## src/rtl/clarkpark_inv_pipe_pkg.sv

```systemverilog
// ============================================================================
// Package     : clarkpark_pkg
// Description : Shared constants, channel-tag width and rounding/saturation
//               helper for the inverse Park/Clarke pipeline.
//               Macro CLARKPARK_INV_SAT_EN selects clamping instead of wrap.
// Revision    : 1.0 - initial release
// ============================================================================
`default_nettype none

package clarkpark_pkg;

    localparam int C_IO_WIDTH         = 16;
    localparam int C_IO_DECIMAL_WIDTH = 15;
    localparam int SQRT3DIV2_Q15      = 28378;
    localparam int C_NCH              = 4;

`ifdef CLARKPARK_INV_SAT_EN
    localparam bit C_SAT_EN = 1'b1;
`else
    localparam bit C_SAT_EN = 1'b0;
`endif

    function automatic int ch_width(input int nch);
        return (nch > 1) ? $clog2(nch) : 1;
    endfunction

    // Round half-up by 2^(f-1) then arithmetic shift by f, then fit into w bits
    // either by clamping (sat flagged) or by two's-complement wrap.
    function automatic logic signed [63:0] round_sat(
        input  logic signed [63:0] x,
        input  int                 f,
        input  int                 w,
        input  bit                 sat_en,
        output logic               sat
    );
        logic signed [63:0] r;
        logic signed [63:0] hi;
        logic signed [63:0] lo;
        sat = 1'b0;
        if (f > 0) begin
            r = (x + (64'sd1 <<< (f - 1))) >>> f;
        end else begin
            r = x;
        end
        hi = (64'sd1 <<< (w - 1)) - 64'sd1;
        lo = -(64'sd1 <<< (w - 1));
        if (sat_en) begin
            if (r > hi) begin
                r   = hi;
                sat = 1'b1;
            end else if (r < lo) begin
                r   = lo;
                sat = 1'b1;
            end
        end else begin
            r = (r <<< (64 - w)) >>> (64 - w);
        end
        return r;
    endfunction

endpackage

`default_nettype wire

```

## src/rtl/clarkpark_inv_pipe_if.sv

```systemverilog
// ============================================================================
// Interface   : clarkpark_inv_pipe_if
// Description : Input and output valid/ready streams of the inverse transform.
//               slave = transform side, master = producer/consumer side.
// Revision    : 1.0 - initial release
// ============================================================================
`default_nettype none

interface clarkpark_inv_pipe_if #(
    parameter int W   = 16,
    parameter int CHW = 2
);
    logic                  is_valid;
    logic                  os_ready;
    logic [CHW-1:0]        ip_ch;
    logic signed [W-1:0]   ip_sine;
    logic signed [W-1:0]   ip_cosine;
    logic signed [W-1:0]   isp_d;
    logic signed [W-1:0]   isp_q;

    logic                  om_valid;
    logic                  im_ready;
    logic [CHW-1:0]        op_ch;
    logic signed [W-1:0]   osp_a;
    logic signed [W-1:0]   osp_b;
    logic signed [W-1:0]   osp_c;
    logic                  op_sat;

    modport slave (
        input  is_valid, ip_ch, ip_sine, ip_cosine, isp_d, isp_q, im_ready,
        output os_ready, om_valid, op_ch, osp_a, osp_b, osp_c, op_sat
    );

    modport master (
        output is_valid, ip_ch, ip_sine, ip_cosine, isp_d, isp_q, im_ready,
        input  os_ready, om_valid, op_ch, osp_a, osp_b, osp_c, op_sat
    );
endinterface

`default_nettype wire

```

## src/rtl/clarkpark_inv_pipe_fxp_round_sat.sv

```systemverilog
// ============================================================================
// Module      : fxp_round_sat
// Description : Combinational round-half-up shifter reducing IN_W to OUT_W bits,
//               clamping when CLARKPARK_INV_SAT_EN is defined, wrapping otherwise.
// Revision    : 1.0 - initial release
// ============================================================================
`default_nettype none

module fxp_round_sat
    import clarkpark_pkg::*;
#(
    parameter int IN_W  = 33,
    parameter int SHIFT = 15,
    parameter int OUT_W = 16
) (
    input  wire logic signed [IN_W-1:0]  din,
    output logic signed [OUT_W-1:0]      dout,
    output logic                         sat
);

    logic signed [63:0] w_full;
    logic               w_sat;

    always_comb begin
        w_sat  = 1'b0;
        w_full = round_sat(64'(din), SHIFT, OUT_W, C_SAT_EN, w_sat);
    end

    assign dout = w_full[OUT_W-1:0];
    assign sat  = w_sat;

    // Upper bits are redundant sign/clamp copies of dout.
    wire w_unused_hi = ^w_full[63:OUT_W];

endmodule

`default_nettype wire

```

## src/rtl/clarkpark_inv_pipe.sv

```systemverilog
// ============================================================================
// Module      : clarkpark_inv_pipe
// Description : Four-stage inverse Park + inverse Clarke (d,q,sin,cos)->(a,b,c)
//               with valid/ready backpressure and a channel tag.
//               Optional clamping via macro CLARKPARK_INV_SAT_EN.
// Revision    : 1.0 - initial release
// ============================================================================
`default_nettype none

module clarkpark_inv_pipe
    import clarkpark_pkg::*;
#(
    parameter int pw_io_width         = C_IO_WIDTH,
    parameter int pw_io_decimal_width = C_IO_DECIMAL_WIDTH,
    parameter int p_sqrt3div2         = SQRT3DIV2_Q15,
    parameter int p_nch               = C_NCH
) (
    input  wire logic              clk,
    input  wire logic              reset,
    clarkpark_inv_pipe_if.slave    bus
);

    localparam int c_w    = pw_io_width;
    localparam int c_w2   = 2 * pw_io_width;
    localparam int c_f    = pw_io_decimal_width;
    localparam int pw_ch  = ch_width(p_nch);
    localparam logic signed [c_w-1:0] c_sqrt3 = c_w'(p_sqrt3div2);
    localparam logic signed [c_w:0]   c_one   = 1;

    // A stall freezes every stage together; a bubble still advances.
    logic w_en;
    assign w_en        = !bus.om_valid || bus.im_ready;
    assign bus.os_ready = w_en;

    // Stage 1: raw products
    logic                    r_v1;
    logic [pw_ch-1:0]        r_ch1;
    logic signed [c_w2-1:0]  r_p_dc, r_p_ds, r_p_qc, r_p_qs;

    // Stage 2: rotated alpha/beta
    logic                    r_v2;
    logic [pw_ch-1:0]        r_ch2;
    logic signed [c_w-1:0]   r_alpha2, r_beta2;
    logic                    r_sat2;

    // Stage 3: alpha, alpha/2, beta*sqrt(3)/2
    logic                    r_v3;
    logic [pw_ch-1:0]        r_ch3;
    logic signed [c_w-1:0]   r_alpha3, r_ah3, r_bs3;
    logic                    r_sat3;

    logic signed [c_w2:0]    w_alpha_full, w_beta_full;
    logic signed [c_w-1:0]   w_alpha, w_beta;
    logic                    w_sat_alpha, w_sat_beta;

    assign w_alpha_full = (c_w2+1)'(r_p_dc) - (c_w2+1)'(r_p_qs);
    assign w_beta_full  = (c_w2+1)'(r_p_ds) + (c_w2+1)'(r_p_qc);

    fxp_round_sat #(.IN_W(c_w2+1), .SHIFT(c_f), .OUT_W(c_w)) u_alpha (
        .din (w_alpha_full),
        .dout(w_alpha),
        .sat (w_sat_alpha)
    );

    fxp_round_sat #(.IN_W(c_w2+1), .SHIFT(c_f), .OUT_W(c_w)) u_beta (
        .din (w_beta_full),
        .dout(w_beta),
        .sat (w_sat_beta)
    );

    logic signed [c_w2-1:0]  w_bs_prod;
    logic signed [c_w-1:0]   w_bs;
    logic                    w_sat_bs;
    logic signed [c_w:0]     w_ah_full;

    assign w_bs_prod = c_w2'(r_beta2) * c_w2'(c_sqrt3);
    // (alpha+1)>>>1 is alpha/2 rounded half-up; always fits back in c_w bits.
    assign w_ah_full = ((c_w+1)'(r_alpha2) + c_one) >>> 1;

    fxp_round_sat #(.IN_W(c_w2), .SHIFT(c_f), .OUT_W(c_w)) u_bs (
        .din (w_bs_prod),
        .dout(w_bs),
        .sat (w_sat_bs)
    );

    logic signed [c_w+1:0]   w_b_full, w_c_full;
    logic signed [c_w-1:0]   w_b, w_c;
    logic                    w_sat_b, w_sat_c;

    assign w_b_full = (c_w+2)'(r_bs3) - (c_w+2)'(r_ah3);
    assign w_c_full = -(c_w+2)'(r_ah3) - (c_w+2)'(r_bs3);

    fxp_round_sat #(.IN_W(c_w+2), .SHIFT(0), .OUT_W(c_w)) u_b (
        .din (w_b_full),
        .dout(w_b),
        .sat (w_sat_b)
    );

    fxp_round_sat #(.IN_W(c_w+2), .SHIFT(0), .OUT_W(c_w)) u_c (
        .din (w_c_full),
        .dout(w_c),
        .sat (w_sat_c)
    );

    always_ff @(posedge clk) begin
        if (reset) begin
            r_v1         <= 1'b0;
            r_v2         <= 1'b0;
            r_v3         <= 1'b0;
            bus.om_valid <= 1'b0;
            r_ch1        <= '0;
            r_ch2        <= '0;
            r_ch3        <= '0;
            r_p_dc       <= '0;
            r_p_ds       <= '0;
            r_p_qc       <= '0;
            r_p_qs       <= '0;
            r_alpha2     <= '0;
            r_beta2      <= '0;
            r_sat2       <= 1'b0;
            r_alpha3     <= '0;
            r_ah3        <= '0;
            r_bs3        <= '0;
            r_sat3       <= 1'b0;
            bus.op_ch    <= '0;
            bus.osp_a    <= '0;
            bus.osp_b    <= '0;
            bus.osp_c    <= '0;
            bus.op_sat   <= 1'b0;
        end else if (w_en) begin
            r_v1         <= bus.is_valid;
            r_v2         <= r_v1;
            r_v3         <= r_v2;
            bus.om_valid <= r_v3;

            r_ch1        <= bus.ip_ch;
            r_p_dc       <= c_w2'(bus.isp_d) * c_w2'(bus.ip_cosine);
            r_p_ds       <= c_w2'(bus.isp_d) * c_w2'(bus.ip_sine);
            r_p_qc       <= c_w2'(bus.isp_q) * c_w2'(bus.ip_cosine);
            r_p_qs       <= c_w2'(bus.isp_q) * c_w2'(bus.ip_sine);

            r_ch2        <= r_ch1;
            r_alpha2     <= w_alpha;
            r_beta2      <= w_beta;
            r_sat2       <= w_sat_alpha | w_sat_beta;

            r_ch3        <= r_ch2;
            r_alpha3     <= r_alpha2;
            r_ah3        <= w_ah_full[c_w-1:0];
            r_bs3        <= w_bs;
            r_sat3       <= r_sat2 | w_sat_bs;

            bus.op_ch    <= r_ch3;
            bus.osp_a    <= r_alpha3;
            bus.osp_b    <= w_b;
            bus.osp_c    <= w_c;
`ifdef CLARKPARK_INV_SAT_EN
            bus.op_sat   <= r_sat3 | w_sat_b | w_sat_c;
`else
            bus.op_sat   <= 1'b0;
`endif
        end
    end

    wire w_unused_ah = w_ah_full[c_w];
`ifndef CLARKPARK_INV_SAT_EN
    wire w_unused_sat = r_sat3 | w_sat_b | w_sat_c;
`endif

endmodule

`default_nettype wire

```

## src/flat_wrapper.sv

```systemverilog
// flat-port wrapper written by rule: the top's interface ports become plain ports
module clarkpark_inv_pipe_flat import clarkpark_pkg::*;
#(
    parameter int pw_io_width         = C_IO_WIDTH,
    parameter int pw_io_decimal_width = C_IO_DECIMAL_WIDTH,
    parameter int p_sqrt3div2         = SQRT3DIV2_Q15,
    parameter int p_nch               = C_NCH
)
  (clk, reset, bus_is_valid, bus_ip_ch, bus_ip_sine, bus_ip_cosine, bus_isp_d, bus_isp_q, bus_im_ready, bus_os_ready, bus_om_valid, bus_op_ch, bus_osp_a, bus_osp_b, bus_osp_c, bus_op_sat);
  clarkpark_inv_pipe_if #(.W((16)), .CHW((2))) bus_i ();
  input  wire logic clk;
  input  wire logic reset;
  input wire logic [$bits(bus_i.is_valid)-1:0] bus_is_valid;
  input wire logic [$bits(bus_i.ip_ch)-1:0] bus_ip_ch;
  input wire logic [$bits(bus_i.ip_sine)-1:0] bus_ip_sine;
  input wire logic [$bits(bus_i.ip_cosine)-1:0] bus_ip_cosine;
  input wire logic [$bits(bus_i.isp_d)-1:0] bus_isp_d;
  input wire logic [$bits(bus_i.isp_q)-1:0] bus_isp_q;
  input wire logic [$bits(bus_i.im_ready)-1:0] bus_im_ready;
  output wire logic [$bits(bus_i.os_ready)-1:0] bus_os_ready;
  output wire logic [$bits(bus_i.om_valid)-1:0] bus_om_valid;
  output wire logic [$bits(bus_i.op_ch)-1:0] bus_op_ch;
  output wire logic [$bits(bus_i.osp_a)-1:0] bus_osp_a;
  output wire logic [$bits(bus_i.osp_b)-1:0] bus_osp_b;
  output wire logic [$bits(bus_i.osp_c)-1:0] bus_osp_c;
  output wire logic [$bits(bus_i.op_sat)-1:0] bus_op_sat;
  assign bus_i.is_valid = bus_is_valid;
  assign bus_i.ip_ch = bus_ip_ch;
  assign bus_i.ip_sine = bus_ip_sine;
  assign bus_i.ip_cosine = bus_ip_cosine;
  assign bus_i.isp_d = bus_isp_d;
  assign bus_i.isp_q = bus_isp_q;
  assign bus_i.im_ready = bus_im_ready;
  assign bus_os_ready = bus_i.os_ready;
  assign bus_om_valid = bus_i.om_valid;
  assign bus_op_ch = bus_i.op_ch;
  assign bus_osp_a = bus_i.osp_a;
  assign bus_osp_b = bus_i.osp_b;
  assign bus_osp_c = bus_i.osp_c;
  assign bus_op_sat = bus_i.op_sat;
  clarkpark_inv_pipe #(.pw_io_width(pw_io_width), .pw_io_decimal_width(pw_io_decimal_width), .p_sqrt3div2(p_sqrt3div2), .p_nch(p_nch)) u_core (.clk(clk), .reset(reset), .bus(bus_i));
endmodule
```

## config.mk

```make
export PLATFORM = sky130hd
export DESIGN_NAME = clarkpark_inv_pipe_flat
export DESIGN_NICKNAME = d
export VERILOG_FILES = /design/src/rtl/clarkpark_inv_pipe_pkg.sv /design/src/rtl/clarkpark_inv_pipe_if.sv /design/src/rtl/clarkpark_inv_pipe_fxp_round_sat.sv /design/src/rtl/clarkpark_inv_pipe.sv /design/src/flat_wrapper.sv
export SDC_FILE = /design/constraint.sdc
export NUM_CORES = 2
export LEC_CHECK = 0
export CAP_MARGIN = 20
export CORE_MARGIN = 10
export CORE_UTILIZATION = 41
export DETAILED_ROUTE_END_ITERATION = 10
export HOLD_SLACK_MARGIN = 0.02
export PLACE_DENSITY = 0.63
export REMOVE_ABC_BUFFERS = 1
export SLEW_MARGIN = 15
export SYNTH_ARGS = -nofsm -noshare
export SYNTH_HDL_FRONTEND = slang
export SYNTH_SLANG_ARGS = --single-unit
```

## constraint.sdc

```tcl
create_clock -name clk -period 19.1 [get_ports clk]
set_input_delay 2.865 -clock clk [delete_from_list [all_inputs] [get_ports clk]]
set_output_delay 2.865 -clock clk [all_outputs]
set_load 0.05 [all_outputs]
```

### Word-level counts from Yosys, hierarchy flattened

Cells that the tools add are included.

| operators by class | value |
|---|---|
| add/sub/neg operators | 9 |
| multiply operators | 5 |
| reduce and logical (&&, ||, !) cells | 2 |

Operator list:

| kind | number |
|---|---|
| multiplier 16 x 16 -> 31 bit | 4 |
| adder 31 x 16 -> 31 bit (second input constant) | 3 |
| subtractor 16 bit | 2 |
| adder 31 bit | 1 |
| subtractor 31 bit | 1 |
| multiplier 16 x 15 -> 30 bit (second input constant) | 1 |
| adder 16 x 2 -> 17 bit (second input constant) | 1 |
| negation 16 bit | 1 |
| logical NOT 1 bit | 1 |
| logical OR 1 bit | 1 |

| storage, ports and cells | value |
|---|---|
| flip-flop bits (word level) | 264 |

### Depth between registers and ports, before layout

| logic depth | value |
|---|---|
| depth in word-level cells | 2 |
| gate-level depth with buffers | 28 |
| gate-level depth less buffers | 27 |

### By module

Synthesis repeated with hierarchy kept, for this count alone.

| second synthesis, totals | value |
|---|---|
| cells, all modules | 6871 |
| area, all modules | 59832.4 um^2 |

Modules (own cells, without submodules):

| module | times used | cells an instance | area each (um^2) | sequential area each (um^2) |
|---|---|---|---|---|
| clarkpark_inv_pipe | 1 | 6697 | 58402.3 | 5365.1 |
| fxp_round_sat at u_core.u_alpha ... | 3 | 46 | 389.1 | 0.0 |
| fxp_round_sat at u_core.u_b ... | 2 | 18 | 131.4 | 0.0 |

### Worst setup path after synthesis

OpenSTA, ideal clock, no wires.

| path | value |
|---|---|
| path kind | in2reg |
| start | input port bus_isp_q[15] |
| end | register u_core.r_p_qc[29] |
| arrival time | 8.948 ns |
| data required time | 18.972 ns |
| path slack | 10.024 ns |
| stages on the path | 24 |
| buffers on the path | 2 |
| cells stage by stage | clkbuf_1 -> clkbuf_1 -> nand2_1 -> inv_1 -> fa_1 -> inv_1 -> fa_1 -> inv_1 -> fa_1 -> fa_1 -> fa_1 -> inv_1 -> fa_1 -> inv_1 -> ha_1 -> a2111oi_0 -> a211oi_1 -> o31a_1 -> o41a_1 -> a31oi_1 -> nand2_1 -> a31oi_1 -> xor2_1 -> o21ai_0 |

| on the way | value |
|---|---|
| word-level cells in the longest chain between the ends | 1 |

RTL lines:

| what | line | source |
|---|---|---|
| start, declared | flat_wrapper.sv:18 | `input wire logic [$bits(bus_i.isp_q)-1:0] bus_isp_q;` |
| multiplier 16 x 16 -> 31 bit | clarkpark_inv_pipe.sv:139 | `r_p_qc <= c_w2'(bus.isp_q) * c_w2'(bus.ip_cosine);` |
| end signal, assigned | clarkpark_inv_pipe.sv:139 |  |
| end, declared | clarkpark_inv_pipe.sv:38 | `logic signed [c_w2-1:0] r_p_dc, r_p_ds, r_p_qc, r_p_qs;` |

No other way between the ends.
A chain may end at the register's enable or synchronous reset.

### Worst setup path in the final report

| path | value |
|---|---|
| start | input port bus_ip_cosine[4] |
| end | register u_core.r_p_qc[30] |

| on the way | value |
|---|---|
| word-level cells in the longest chain between the ends | 1 |

RTL lines:

| what | line | source |
|---|---|---|
| start, declared | flat_wrapper.sv:16 | `input wire logic [$bits(bus_i.ip_cosine)-1:0] bus_ip_cosine;` |
| multiplier 16 x 16 -> 31 bit | clarkpark_inv_pipe.sv:139 |  |

No other way between the ends.

==> impl_results.md <==
- Post-DRT Antenna Nets: 0
- Hold WC Path Type: reg2reg
- Worst slew pin tran: 1.243 ns
- Via/cell ratio: 5.091
- Largest net degree at the start of global routing: 146
- FF-to-FF setup slack: 12.12 ns
- Arrival @ worst endpoint: 10.55 ns
- Clk_lat worst skew: 0.59 ns
- Drt pass-1 iters: 5
- Dpl hpwl: 118.0 mm
- R2R cell count: 24
- Rel. slew slack: 16.36%
- Post-synth top flop: dfxtp_1
- Critical path peak fanout: 32
- FFs w/ async S/R, synth: 0%
- Fin crit period: 10.07 ns
- Worst Path Required: 19.59 ns
- Filler instances: 13570
- Starting Density: 41.13%
- GR Util All Layers: 20.38%
- Slowest stage delay, CP: 0.86 ns
- Commonest cells after routing, fill and taps aside: inv_1, fa_1, nand2_1, ha_1, and2_1
- Setup Fix Bufs, Post-CTS: 0
- Result of the run: completed
- Routed WL per cell: 18.54 um
- Seq/Total Area, Yosys: 9.334%
- Global-route wire length before repair: 249.7 mm
- Mapped Cells: 6408
- Die ar.: 152800 um^2
- Post-synth EDFFs: 0
- Clock Skew: 0.02994 ns
- Post-route setup TNS: 0 ns
- Vias in the first global route: 45130
- Post-synth cell types: 80
- Most common cell on crit path: fa_1
- Count of state elements after synthesis: 263
- DRC: 0
- Crit path cell chain: clkdlybuf4s50_1 > buf_4 > nand2_1 > fa_1 > inv_1 > fa_1 > fa_1 > ha_1 > fa_1 > inv_1 > fa_1 > inv_1 > ha_1 > or3_1 > a2111oi_0 > or3b_2 > a21oi_1 > o21ai_0 > a21oi_1 > a41oi_1 > a21boi_0 > a31oi_1 > xnor2_1 > a211oi_1
- 1st-iter DRT viols: 2509
- Remaining Overflow, GRT: 0
- Share of layout cells above drive strength 1: 2.769%
- Crit path launch: bus_ip_cosine[4]
- Max Cap Viol: 0
- Footprint of the multi-input gates: 44680 um^2
- Commonest non-fill, non-tap cell in the layout: inv_1
- Slew Viols, Final: 0
- Die width: 390.9 um
- Area growth syn-to-layout: 7.754%
- Setup CP Type: in2reg
- Final period util: 52.71%
- Hold_buf cts: 0
- Final net count: 8158
- Setup violators final: 0
- Worst setup EP type: register
- Synth warn: 0
- Longest Clk Path Bufs: 3
- Via count: 41680
- CTS Buf Count: 37
- Number of clock sinks: 263
- Chip height: 390.9 um
- CP Capture Point: u_core.r_p_qc[30]$_SDFFE_PP0P_
- Crit start category: input pin
- RSZ-0062 raised after global routing: false
- Num ports: 123
- Buffers on Ports: 121
- Placer Congestion: 0.8824
- CTS root buffer: clkbuf_16
- Slowest-stage cell, CP: a2111oi_0
- Row cnt: 136
- CTS tree: done
- Reg area: 5265 um^2
- R2r startpoint: u_core.r_beta2[7]$_SDFFE_PP0P_
- Mapped Area: 56410 um^2
- Total wire length: 151.8 mm
- Fmax: 99.34 MHz
- Syn avg cell area: 8.803 um^2
- Initial antenna violation count: 5
- H-tree levels: 2
- Core area: 137200 um^2
- Post-CTS sizing: 0
- Final hold violation count: 0
- Crit Reg-Reg Endpoint: u_core.r_bs3[12]$_SDFFE_PP0P_
- Reg clk slew, reported paths: 0.06 ns
[cell families (layout without fill, tap and decap cells)]
family | after synthesis | count (layout) | synth area share, %
other | 1 | 2 | 0.006648
AOI/OAI and AO/OA | 671 | 671 | 7.395
and+or+nand+nor | 1779 | 1779 | 14.51
muxes | 3 | 3 | 0.05324
xor gates and xnor gates | 242 | 242 | 3.757
adders and majority gates | 1725 | 1725 | 53.46
DFF | 263 | 263 | 9.334
buffers and inverters | 1724 | 1709 | 11.49
[worst min path at each step]
stage,depth (start not counted),end,slack [ns],from
detailed placement,2,u_core.r_p_dc[0]$_SDFFE_PP0P_,0.44,u_core.r_p_dc[0]$_SDFFE_PP0P_
global placement,2,u_core.r_p_dc[0]$_SDFFE_PP0P_,0.43,u_core.r_p_dc[0]$_SDFFE_PP0P_
global route,2,u_core.r_v3$_SDFFE_PP0P_,0.46,u_core.r_v3$_SDFFE_PP0P_
floorplan,2,u_core.r_p_dc[0]$_SDFFE_PP0P_,0.42,u_core.r_p_dc[0]$_SDFFE_PP0P_
CTS,2,u_core.r_v3$_SDFFE_PP0P_,0.45,u_core.r_v3$_SDFFE_PP0P_
finish,2,u_core.bus.op_ch[0]$_SDFFE_PP0P_,0.45,u_core.bus.op_ch[0]$_SDFFE_PP0P_
[area by class of cell]
class | instances | share of cell area [%]
clock buffers | 44 | 1.632
repair buffers | 198 | 2.970
clock inverters | 24 | 0.6114
well taps | 1794 | 3.693
multi-input cells | 4421 | 73.50
inverters | 1443 | 8.923
diodes | 1 | 0.004117
flip-flops and latches | 263 | 8.662
[routing by layer]
layer  routed length [um]  global-route usage [%]
met5                   68                       0
met4                 5552                   6.422
met3                 8482                   2.342
met2                72220                   34.80
met1                65450                   26.91
[registers in the layout, summed over array words and instances, names as in the netlist, 2 cells and up]
signal / count
u_core.bus.op_ch: 2
u_core.bus.osp_a: 16
u_core.bus.osp_b: 15
u_core.bus.osp_c: 16
u_core.r_ah3: 16
u_core.r_alpha2: 16
u_core.r_alpha3: 16
u_core.r_beta2: 16
u_core.r_bs3: 16
u_core.r_ch1: 2
u_core.r_ch2: 2
u_core.r_ch3: 2
u_core.r_p_dc: 31
u_core.r_p_ds: 31
u_core.r_p_qc: 31
u_core.r_p_qs: 31
[stage by stage]
step | setup slack (ns) | util (%) | area [um^2] | hold slack [ns] | cells
after CTS | 9.272 | 44.32 | 60780 | 0.4515 | 8187
after global routing | 8.697 | 44.32 | 60780 | 0.4627 | 8187
after floorplan | 1.180 | - | 55350 | 0.4207 | 6127
after detailed placement | 8.649 | 43.32 | 59420 | 0.4435 | 8119
after global placement | 8.656 | 43.32 | 59420 | 0.4343 | 8119
final | 9.033 | 44.32 | 60780 | 0.4501 | 8188
[worst max-delay path: cells and delay by family]
kind            cells  cell delay, ns
fa+ha+maj           7            2.91
compound gates      8            2.57
buf+inv             5            1.06
simple gates        3            0.96
xor+xnor            1            0.10
[synth_stat cells (all sizes together), types with 58 or more instances]
| master | number | area share (%) |
|---|---|---|
| ha | 582 | 13 |
| a211oi | 64 | 0.85 |
| and2 | 373 | 4.1 |
| clkbuf | 270 | 1.8 |
| a21oi | 298 | 2.7 |
| fa | 1142 | 41 |
| nand2 | 986 | 6.6 |
| inv | 1443 | 9.6 |
| xor2 | 68 | 1.1 |
| xnor2 | 174 | 2.7 |
| dfxtp | 263 | 9.3 |
| o21ai | 100 | 0.89 |
| nand2b | 58 | 0.64 |
| nor2 | 181 | 1.2 |
Power is left out: the tool's default activity adds up to more than one toggle a clock period on the data nets, which glitch-free logic cannot reach.
